`src/rtl/div_share_arbiter.sv`:
```
// ============================================================================
// Module   : div_share_arbiter
// Purpose  : Round-robin sharing of one pipelined divider among N_REQ
//            requesters. Issues one division per cycle, tracks in-flight
//            operations with a tag pipe matched to the divider latency, and
//            returns the truncated 20-bit quotient as a one-cycle strobe.
//            Divide-by-zero results are saturated to the numerator's sign.
// Revision : 1.0 - initial release
// ============================================================================
`default_nettype none

module div_share_arbiter #(
    parameter int N_REQ   = 4,
    parameter int LATENCY = 5
) (
    input  logic                  clock_i,
    input  logic                  reset_i,
    input  logic                  flush_i,
    input  logic [N_REQ-1:0]      req_valid_i,
    input  logic [32*N_REQ-1:0]   req_num_i,
    input  logic [22*N_REQ-1:0]   req_den_i,
    output logic [N_REQ-1:0]      req_ready_o,
    output logic [31:0]           div_num_o,
    output logic [21:0]           div_den_o,
    input  logic [19:0]           div_quot_i,
    output logic [N_REQ-1:0]      rsp_valid_o,
    output logic [19:0]           rsp_quot_o,
    output logic                  rsp_divz_o,
    output logic                  busy_o
);

    localparam int PTR_W = (N_REQ > 1) ? $clog2(N_REQ) : 1;

    localparam logic [19:0] C_QUOT_POS_SAT = 20'h7FFFF;
    localparam logic [19:0] C_QUOT_NEG_SAT = 20'h80000;

    // Arbiter state
    logic [PTR_W-1:0] rr_ptr_q, rr_ptr_d;
    logic             grant_found;
    logic [PTR_W-1:0] grant_id;
    logic [PTR_W-1:0] scan_idx;

    // Operands of the granted requester
    logic [31:0]      sel_num;
    logic [21:0]      sel_den;

    // Tag pipe, one entry per divider stage
    logic [LATENCY-1:0] tag_v_q,     tag_v_d;
    logic [LATENCY-1:0] tag_divz_q,  tag_divz_d;
    logic [LATENCY-1:0] tag_nsign_q, tag_nsign_d;
    logic [PTR_W-1:0]   tag_id_q [LATENCY];
    logic [PTR_W-1:0]   tag_id_d [LATENCY];

    // Response register
    logic [N_REQ-1:0] rsp_valid_q, rsp_valid_d;
    logic [19:0]      rsp_quot_q,  rsp_quot_d;
    logic             rsp_divz_q,  rsp_divz_d;

    // Round-robin search: scan offsets from the far end so the offset closest
    // to rr_ptr is written last and wins. No grant during flush or reset.
    always_comb begin
        grant_found = 1'b0;
        grant_id    = '0;
        scan_idx    = '0;
        for (int k = N_REQ - 1; k >= 0; k--) begin
            scan_idx = PTR_W'((int'(rr_ptr_q) + k) % N_REQ);
            if (req_valid_i[scan_idx]) begin
                grant_found = 1'b1;
                grant_id    = scan_idx;
            end
        end
        if (flush_i || reset_i) begin
            grant_found = 1'b0;
        end
    end

    // One-hot ready and operand mux; idle divider sees 0/1 so it never divides by zero
    always_comb begin
        req_ready_o = '0;
        sel_num     = '0;
        sel_den     = '0;
        for (int i = 0; i < N_REQ; i++) begin
            if (grant_id == PTR_W'(i)) begin
                sel_num = req_num_i[32*i +: 32];
                sel_den = req_den_i[22*i +: 22];
            end
            req_ready_o[i] = grant_found && (grant_id == PTR_W'(i));
        end
        div_num_o = grant_found ? sel_num : 32'd0;
        div_den_o = grant_found ? sel_den : 22'd1;
    end

    // Pointer advances past the winner only when something was granted
    always_comb begin
        rr_ptr_d = rr_ptr_q;
        if (grant_found) begin
            rr_ptr_d = PTR_W'((int'(grant_id) + 1) % N_REQ);
        end
    end

    // Tag pipe next state: load stage 0 from the grant, shift the rest, flush clears valids
    always_comb begin
        tag_v_d[0]     = grant_found;
        tag_id_d[0]    = grant_id;
        tag_divz_d[0]  = grant_found && (sel_den == 22'd0);
        tag_nsign_d[0] = sel_num[31];
        for (int s = 1; s < LATENCY; s++) begin
            tag_v_d[s]     = tag_v_q[s-1];
            tag_id_d[s]    = tag_id_q[s-1];
            tag_divz_d[s]  = tag_divz_q[s-1];
            tag_nsign_d[s] = tag_nsign_q[s-1];
        end
        if (flush_i) begin
            tag_v_d = '0;
        end
    end

    // Response next state: capture the divider output for the retiring tag
    always_comb begin
        rsp_valid_d = '0;
        rsp_quot_d  = rsp_quot_q;
        rsp_divz_d  = rsp_divz_q;
        if (tag_v_q[LATENCY-1] && !flush_i) begin
            rsp_valid_d[tag_id_q[LATENCY-1]] = 1'b1;
            rsp_divz_d = tag_divz_q[LATENCY-1];
            if (tag_divz_q[LATENCY-1]) begin
                rsp_quot_d = tag_nsign_q[LATENCY-1] ? C_QUOT_NEG_SAT : C_QUOT_POS_SAT;
            end else begin
                rsp_quot_d = div_quot_i;
            end
        end
    end

    // State registers; reset discards everything in flight
    always_ff @(posedge clock_i or posedge reset_i) begin
        if (reset_i) begin
            rr_ptr_q    <= '0;
            tag_v_q     <= '0;
            tag_divz_q  <= '0;
            tag_nsign_q <= '0;
            for (int s = 0; s < LATENCY; s++) begin
                tag_id_q[s] <= '0;
            end
            rsp_valid_q <= '0;
            rsp_quot_q  <= '0;
            rsp_divz_q  <= 1'b0;
        end else begin
            rr_ptr_q    <= rr_ptr_d;
            tag_v_q     <= tag_v_d;
            tag_divz_q  <= tag_divz_d;
            tag_nsign_q <= tag_nsign_d;
            for (int s = 0; s < LATENCY; s++) begin
                tag_id_q[s] <= tag_id_d[s];
            end
            rsp_valid_q <= rsp_valid_d;
            rsp_quot_q  <= rsp_quot_d;
            rsp_divz_q  <= rsp_divz_d;
        end
    end

    assign rsp_valid_o = rsp_valid_q;
    assign rsp_quot_o  = rsp_quot_q;
    assign rsp_divz_o  = rsp_divz_q;
    assign busy_o      = (|tag_v_q) || (|rsp_valid_q);

endmodule

`default_nettype wire

```
`config.mk`:
```
export PLATFORM = sky130hd
export DESIGN_NAME = div_share_arbiter
export DESIGN_NICKNAME = d
export VERILOG_FILES = /design/src/rtl/div_share_arbiter.sv
export SDC_FILE = /design/constraint.sdc
export NUM_CORES = 1
export LEC_CHECK = 0
export ABC_AREA = 1
export CORE_AREA = 5 5 122 124
export DETAILED_ROUTE_END_ITERATION = 10
export DIE_AREA = 0 0 127 129
export PLACE_DENSITY_LB_ADDON = 0.15
export SETUP_SLACK_MARGIN = 0.02
export SYNTH_ARGS = -nofsm -noshare
export SYNTH_HDL_FRONTEND = slang
export SYNTH_SLANG_ARGS = --single-unit
```
`constraint.sdc`:
```
create_clock -name clock_i -period 3.4 [get_ports clock_i]
set_input_delay 0.34 -clock clock_i [delete_from_list [all_inputs] [get_ports clock_i]]
set_output_delay 0.34 -clock clock_i [all_outputs]
set_load 0.01 [all_outputs]
```
# --- Word-level counts from Yosys, hierarchy flattened ---
# Cells that the tools add are included.
word_totals:
  reg_bits: 52
  out_inout_bits: 84
op_classes:
  n_addsub: 4
  order_cmp: 6
  n_eq_ne: 3
  n_mux: 33
  n_reduce_logical: 14
ops:
  columns: ["op", "n"]
  rows:
  - ["32-bit 2-to-1 mux", 5]
  - ["22-bit 2-to-1 mux", 5]
  - ["20-bit 2-to-1 mux", 2]
  - ["22-bit logical NOT", 1]
  - ["2-bit by 3-bit < comparator with 1-bit output, second input constant", 5]
  - ["1-bit 2-to-1 mux", 10]
  - ["1-bit binary-select mux with 2-bit select", 4]
  - ["2-bit 2-to-1 mux", 4]
  - ["1-bit logical AND", 7]
  - ["5-bit 2-to-1 mux", 1]
  - ["5-bit OR reduction", 1]
  - ["2-bit by 1-bit adder with 2-bit output, second input constant", 2]
  - ["2-bit adder, second input constant", 2]
  - ["2-bit == test, second input constant", 2]
  - ["4-bit 2-to-1 mux", 1]
  - ["4-bit OR reduction", 1]
  - ["1-bit demux with 2-bit select", 1]
  - ["2-bit by 1-bit == test with 1-bit output, second input constant", 1]
  - ["2-bit by 1-bit greater-or-equal comparator with 1-bit output, second input constant", 1]
  - ["2-bit logical NOT", 1]
  - ["1-bit logical OR", 2]
  - ["1-bit logical NOT", 1]

# --- Logic depth before layout (Yosys ltp) ---
logic_depth:
  ltp_word: 14
  mapped_depth: 23
  depth_no_buf: 21

# --- Least setup slack after synthesis ---
# Ideal clock, no wire load.
synth_path:
  path_kind: "register to output"
  start: "register rr_ptr_q[0]"
  end: "output port div_num_o[22]"
  arrival_time_ns: 2.352
  required_time_ns: 3.060
  slack_ns: 0.708
  path_stages_with_launch: 18
  path_cell_list: "dfrtp_1 buf_4 inv_4 nand2_1 nand3_1 nand2_1 nor2_1 nand3b_1 nand2_1 nand2_1 inv_1 ha_1 clkbuf_1 buf_2 inv_1 clkbuf_1 o211ai_1 a21oi_1"
synth_via:
  elab_chain_cells: 13
  word_cells_on_any_way: 29
  classes_between: "add/sub: 3; eq/ne: 3; mux: 22; reduce/logical: 1"
synth_rtl:
  columns: ["element", "line", "source"]
  rows:
  - ["start, declared", "38", "logic [PTR_W-1:0] rr_ptr_q, rr_ptr_d;"]
  - ["start signal, assigned", "148", "rr_ptr_q <= rr_ptr_d;"]
  - ["2-bit adder", "66", "scan_idx = PTR_W'((int'(rr_ptr_q) + k) % N_REQ);"]
  - ["1-bit binary-select mux with 2-bit select", "67", "if (req_valid_i[scan_idx]) begin"]
  - ["1-bit 2-to-1 mux (not written as such)", "67", null]
  - ["2-bit 2-to-1 mux (3 in a row)", "67", null]
  - ["2-bit 2-to-1 mux (*)", "67", null]
  - ["net grant_id[1]", "40", "logic [PTR_W-1:0] grant_id;"]
  - ["2-bit logical NOT", "83", "if (grant_id == PTR_W'(i)) begin"]
  - ["32-bit 2-to-1 mux (3 in a row)", "83", null]
  - ["32-bit 2-to-1 mux (*)", "83", null]
  - ["32-bit 2-to-1 mux (*)", "89", "div_num_o = grant_found ? sel_num : 32'd0;"]
  - ["end, declared", "23", "output logic [31:0] div_num_o,"]
# The timed path passes the listed nets; every way through them passes the cells marked *. The select of a mux whose other input is x is not followed.

# --- Worst setup path after layout ---
layout_path:
  start: "input port req_valid_i[1]"
  end: "output port div_num_o[1]"
layout_via:
  elab_chain_cells: 12
  word_cells_on_any_way: 26
  classes_between: "eq/ne: 3; mux: 22; reduce/logical: 1"
layout_rtl:
  columns: ["element", "line", "source"]
  rows:
  - ["start, declared", "19", "input logic [N_REQ-1:0] req_valid_i,"]
  - ["1-bit binary-select mux with 2-bit select", "67", null]
  - ["1-bit 2-to-1 mux (not written as such)", "67", null]
  - ["2-bit 2-to-1 mux (3 in a row)", "67", null]
  - ["2-bit 2-to-1 mux (*)", "67", null]
  - ["net grant_id[0]", "40", null]
  - ["2-bit logical NOT", "83", null]
  - ["32-bit 2-to-1 mux (3 in a row)", "83", null]
  - ["32-bit 2-to-1 mux (*)", "83", null]
  - ["32-bit 2-to-1 mux (*)", "89", null]
# Marked as above.

==> summary.txt <==
Outcome: complete, no violations
DRT Wirelength: 20100 um
Met2 Usage GRT: 40.7%
Core area: 13700 um2
Worst flop-to-flop path endpoint: tag_divz_q[0]$_DFF_PP0_
Async S/R FF share, synth: 100%
Worst setup SP type: input pin
R2R Setup Slk: 610 ps
Top cells by area, synth: dfrtp_1 32%, nand2_1 22%, a21oi_1 11%
Post-route setup slack: 198 ps
Vias: 5578
Number of synthesized flops with an enable pin: 0
DP Wirelength: 15800 um
DRT antenna net count: 0
Final setup viols: 0
I/O Pins: 327
M3 GR Usage: 6.06%
Initial drt markers: 258
Via density per instance: 4.65
# clock sinks: 52
Most common cell in the netlist: nand2_1
Vias in the first global route: 5455
Slew @ Worst Pin: 1050 ps
Register area share after synthesis: 32.0%
Hold WS: 348 ps
CTS buffer count: 5
Seq cells post-synth: 52
Clk Latency, worst-skew pair: 280 ps
Clock Path Buffers: 2
Slew Viols, Final: 0
Largest net degree at the start of global routing: 54
Final Hold Vio Count: 0
Worst min-delay path class: register to register
Fin nets: 1266
GRT Overall Usage: 23.3%
FP Rows: 43
Data arrival time of the worst path: 2860 ps
Unique masters post-synth: 26
CTS tree: yes
P per Cell Area: 1120 nW/um2
Worst r2r src: rr_ptr_q[0]$_DFFE_PP0P_
Max VDD drop: 0.640 mV
Die area: 16400 um2
Max_cap viols: 0
Die width: 127 um
Syn nets: 907
Worst EP required: 3060 ps
Relative max-transition margin: 29.7%
Ys flop type: dfrtp_1
Final core utilization: 59.3%
Crit Path Category: input pin to output pin
Wire length per cell: 16.7 um
IO Port Bufs: 326
M1 GR Usage: 28.8%
Maximum clock rate: 312 MHz
Hold Crit Start: tag_id_d[4]$_DFF_PP0_
Post-Syn Instances: 660
Syn Area/Cell: 6.16 um2
H-tree lvl count: 2
Post-layout minimum cycle time: 3200 ps
Placer congestion estimate: 0.952
Skew final: 4.13 ps
Layout cells sized above 1: 14.0%
Pre-Repair DR Iteration Count: 4
YS warnings: 0
Area growth from synthesis to layout: 99.5%
Setup_tns: 0 ps
Remaining Overflow, GRT: 0
Final Cycle Share: 94.2%
Post-synth top cells: 237 x nand2_1, 95 x nor2_1, 90 x a21oi_1
Crit. End Element: output pin
Leak: 3.80 nW
Clk root buf: clkbuf_16
Netlist Area Pre-Place: 4060 um2
Ant. Diodes: 0
Initial antenna violation count: 0
R2R depth: 25
Hold path endpoint: tag_id_d[2]$_DFF_PP0_
RSZ-0062 raised after global routing: yes
Cell taking the most area after synthesis: dfrtp_1
Clk slew on worst S/H paths: 70 ps
Post-synth top area share: 32.0%
Remaining DRCs: 0
Die Ht: 129 um
First-pass GRT wire length: 30100 um
Starting Density: 29.7%
CP max FO: 14
Pre-CTS WS: -128 ps
Hold depth: 0
Most Crowded Layer GR: met2
-- report_power, final --
part | leakage, nW | internal [mW] | switching, mW
Clock | 0.0871 | 0.369 | 0.215
Sequential | 0.644 | 0.793 | 0.0905
Combinational | 3.07 | 3.66 | 3.96
-- how the worst max path moves through the flow --
stage                            start            end  slack, ps  cells after the start
4_1_cts                 req_valid_i[1]  div_num_o[24]         20                     18
3_5_place_dp            req_valid_i[1]   div_den_o[1]       -130                     15
6_report                req_valid_i[1]   div_num_o[1]        200                     19
3_3_place_gp            req_valid_i[1]   div_den_o[1]       -100                     16
2_1_floorplan  rr_ptr_q[0]$_DFFE_PP0P_  div_num_o[22]        710                     17
5_1_grt                 req_valid_i[1]   div_den_o[0]        -20                     21
-- metal layers --
metal / up-vias / wire length, um
li1: 2869 / -
met1: 2505 / 8170
met2: 181 / 10100
met3: 23 / 1440
met4: 0 / 412
met5: - / 0
-- final cells by class --
class | count | area (um2)
multi-input combinational | 531 | 2440
fill | 1340 | 5560
sequential | 52 | 1300
tap | 180 | 225
clock inverter | 2 | 38.8
inverter | 29 | 118
clock buffer | 6 | 139
timing repair buffer | 400 | 3840
-- repair_timing --
| item | in CTS | in global routing |
|---|---|---|
| gates resized for setup | 60 | 102 |
| hold buffers | 0 | 0 |
| gates cloned | 1 | 0 |
| endpoints found under the setup margin | 54 | 40 |
| setup buffers | 2 | 9 |
| pin swaps | 0 | 5 |
-- worst max-delay path, stage by stage --
cell	delay (ps)
clkdlybuf4s50_1	470
inv_1	50
nand2_1	70
nand4_1	140
nand3_1	120
nand2_1	70
nand2_1	110
nand2_4	100
inv_2	100
ha_2	200
inv_2	50
nor2_4	160
buf_12	130
buf_16	130
nand2_1	60
nand3_1	60
o211ai_1	80
a21oi_1	130
dlygate4sd2_1	280
-- state kept, by name, indices dropped and copies added (netlist names) --
signal and count:
rr_ptr_q 2, tag_divz_q 5, tag_id_q 2, tag_nsign_q 5, rsp_quot_o 20, rsp_valid_o 4
rsp_divz_o 1, tag_v_q 5, tag_id_d 8
-- cells in the final DEF (no fill, tap or decap), types with 2 or more instances in the layout --
master / synthesis / routed
nor2_1: 95 / 95
nand3_1: 50 / 50
inv_4: 1 / 2
clkbuf_2: 0 / 36
buf_12: 0 / 14
o211ai_1: 31 / 31
ha_4: 0 / 3
buf_6: 7 / 6
nand2_1: 237 / 235
nand3b_1: 2 / 2
nor3_1: 4 / 4
a21oi_1: 90 / 90
buf_2: 17 / 4
inv_1: 25 / 20
dfrtp_1: 52 / 51
inv_2: 3 / 6
a21boi_1: 3 / 2
dlygate4sd2_1: 0 / 8
dlymetal6s2s_1: 0 / 7
buf_4: 4 / 53
nand2_2: 1 / 2
clkdlybuf4s50_1: 0 / 271
nor4_1: 2 / 2
o21ai_0: 7 / 7
clkbuf_16: 0 / 5
-- stage by stage --
stage	power (mW)	std cells	area (um2)
floorplan	4.87	660	4060
global placement	7.99	1180	7890
detailed placement	8.03	1180	7890
CTS	8.80	1191	8110
global route	9.93	1200	8110
finish	9.09	1200	8110
-- cell families after synthesis --
kind of cell             after synthesis  synth area share (%)
AO/OA/AOI/OAI                        134                  18.9
adder cells (fa/ha/maj)                4                  1.23
buffers and inverters                 77                  9.36
flip-flops                            52                  32.0
AND/OR/NAND/NOR                      393                  38.5
(Power assumes the default switching activity.)
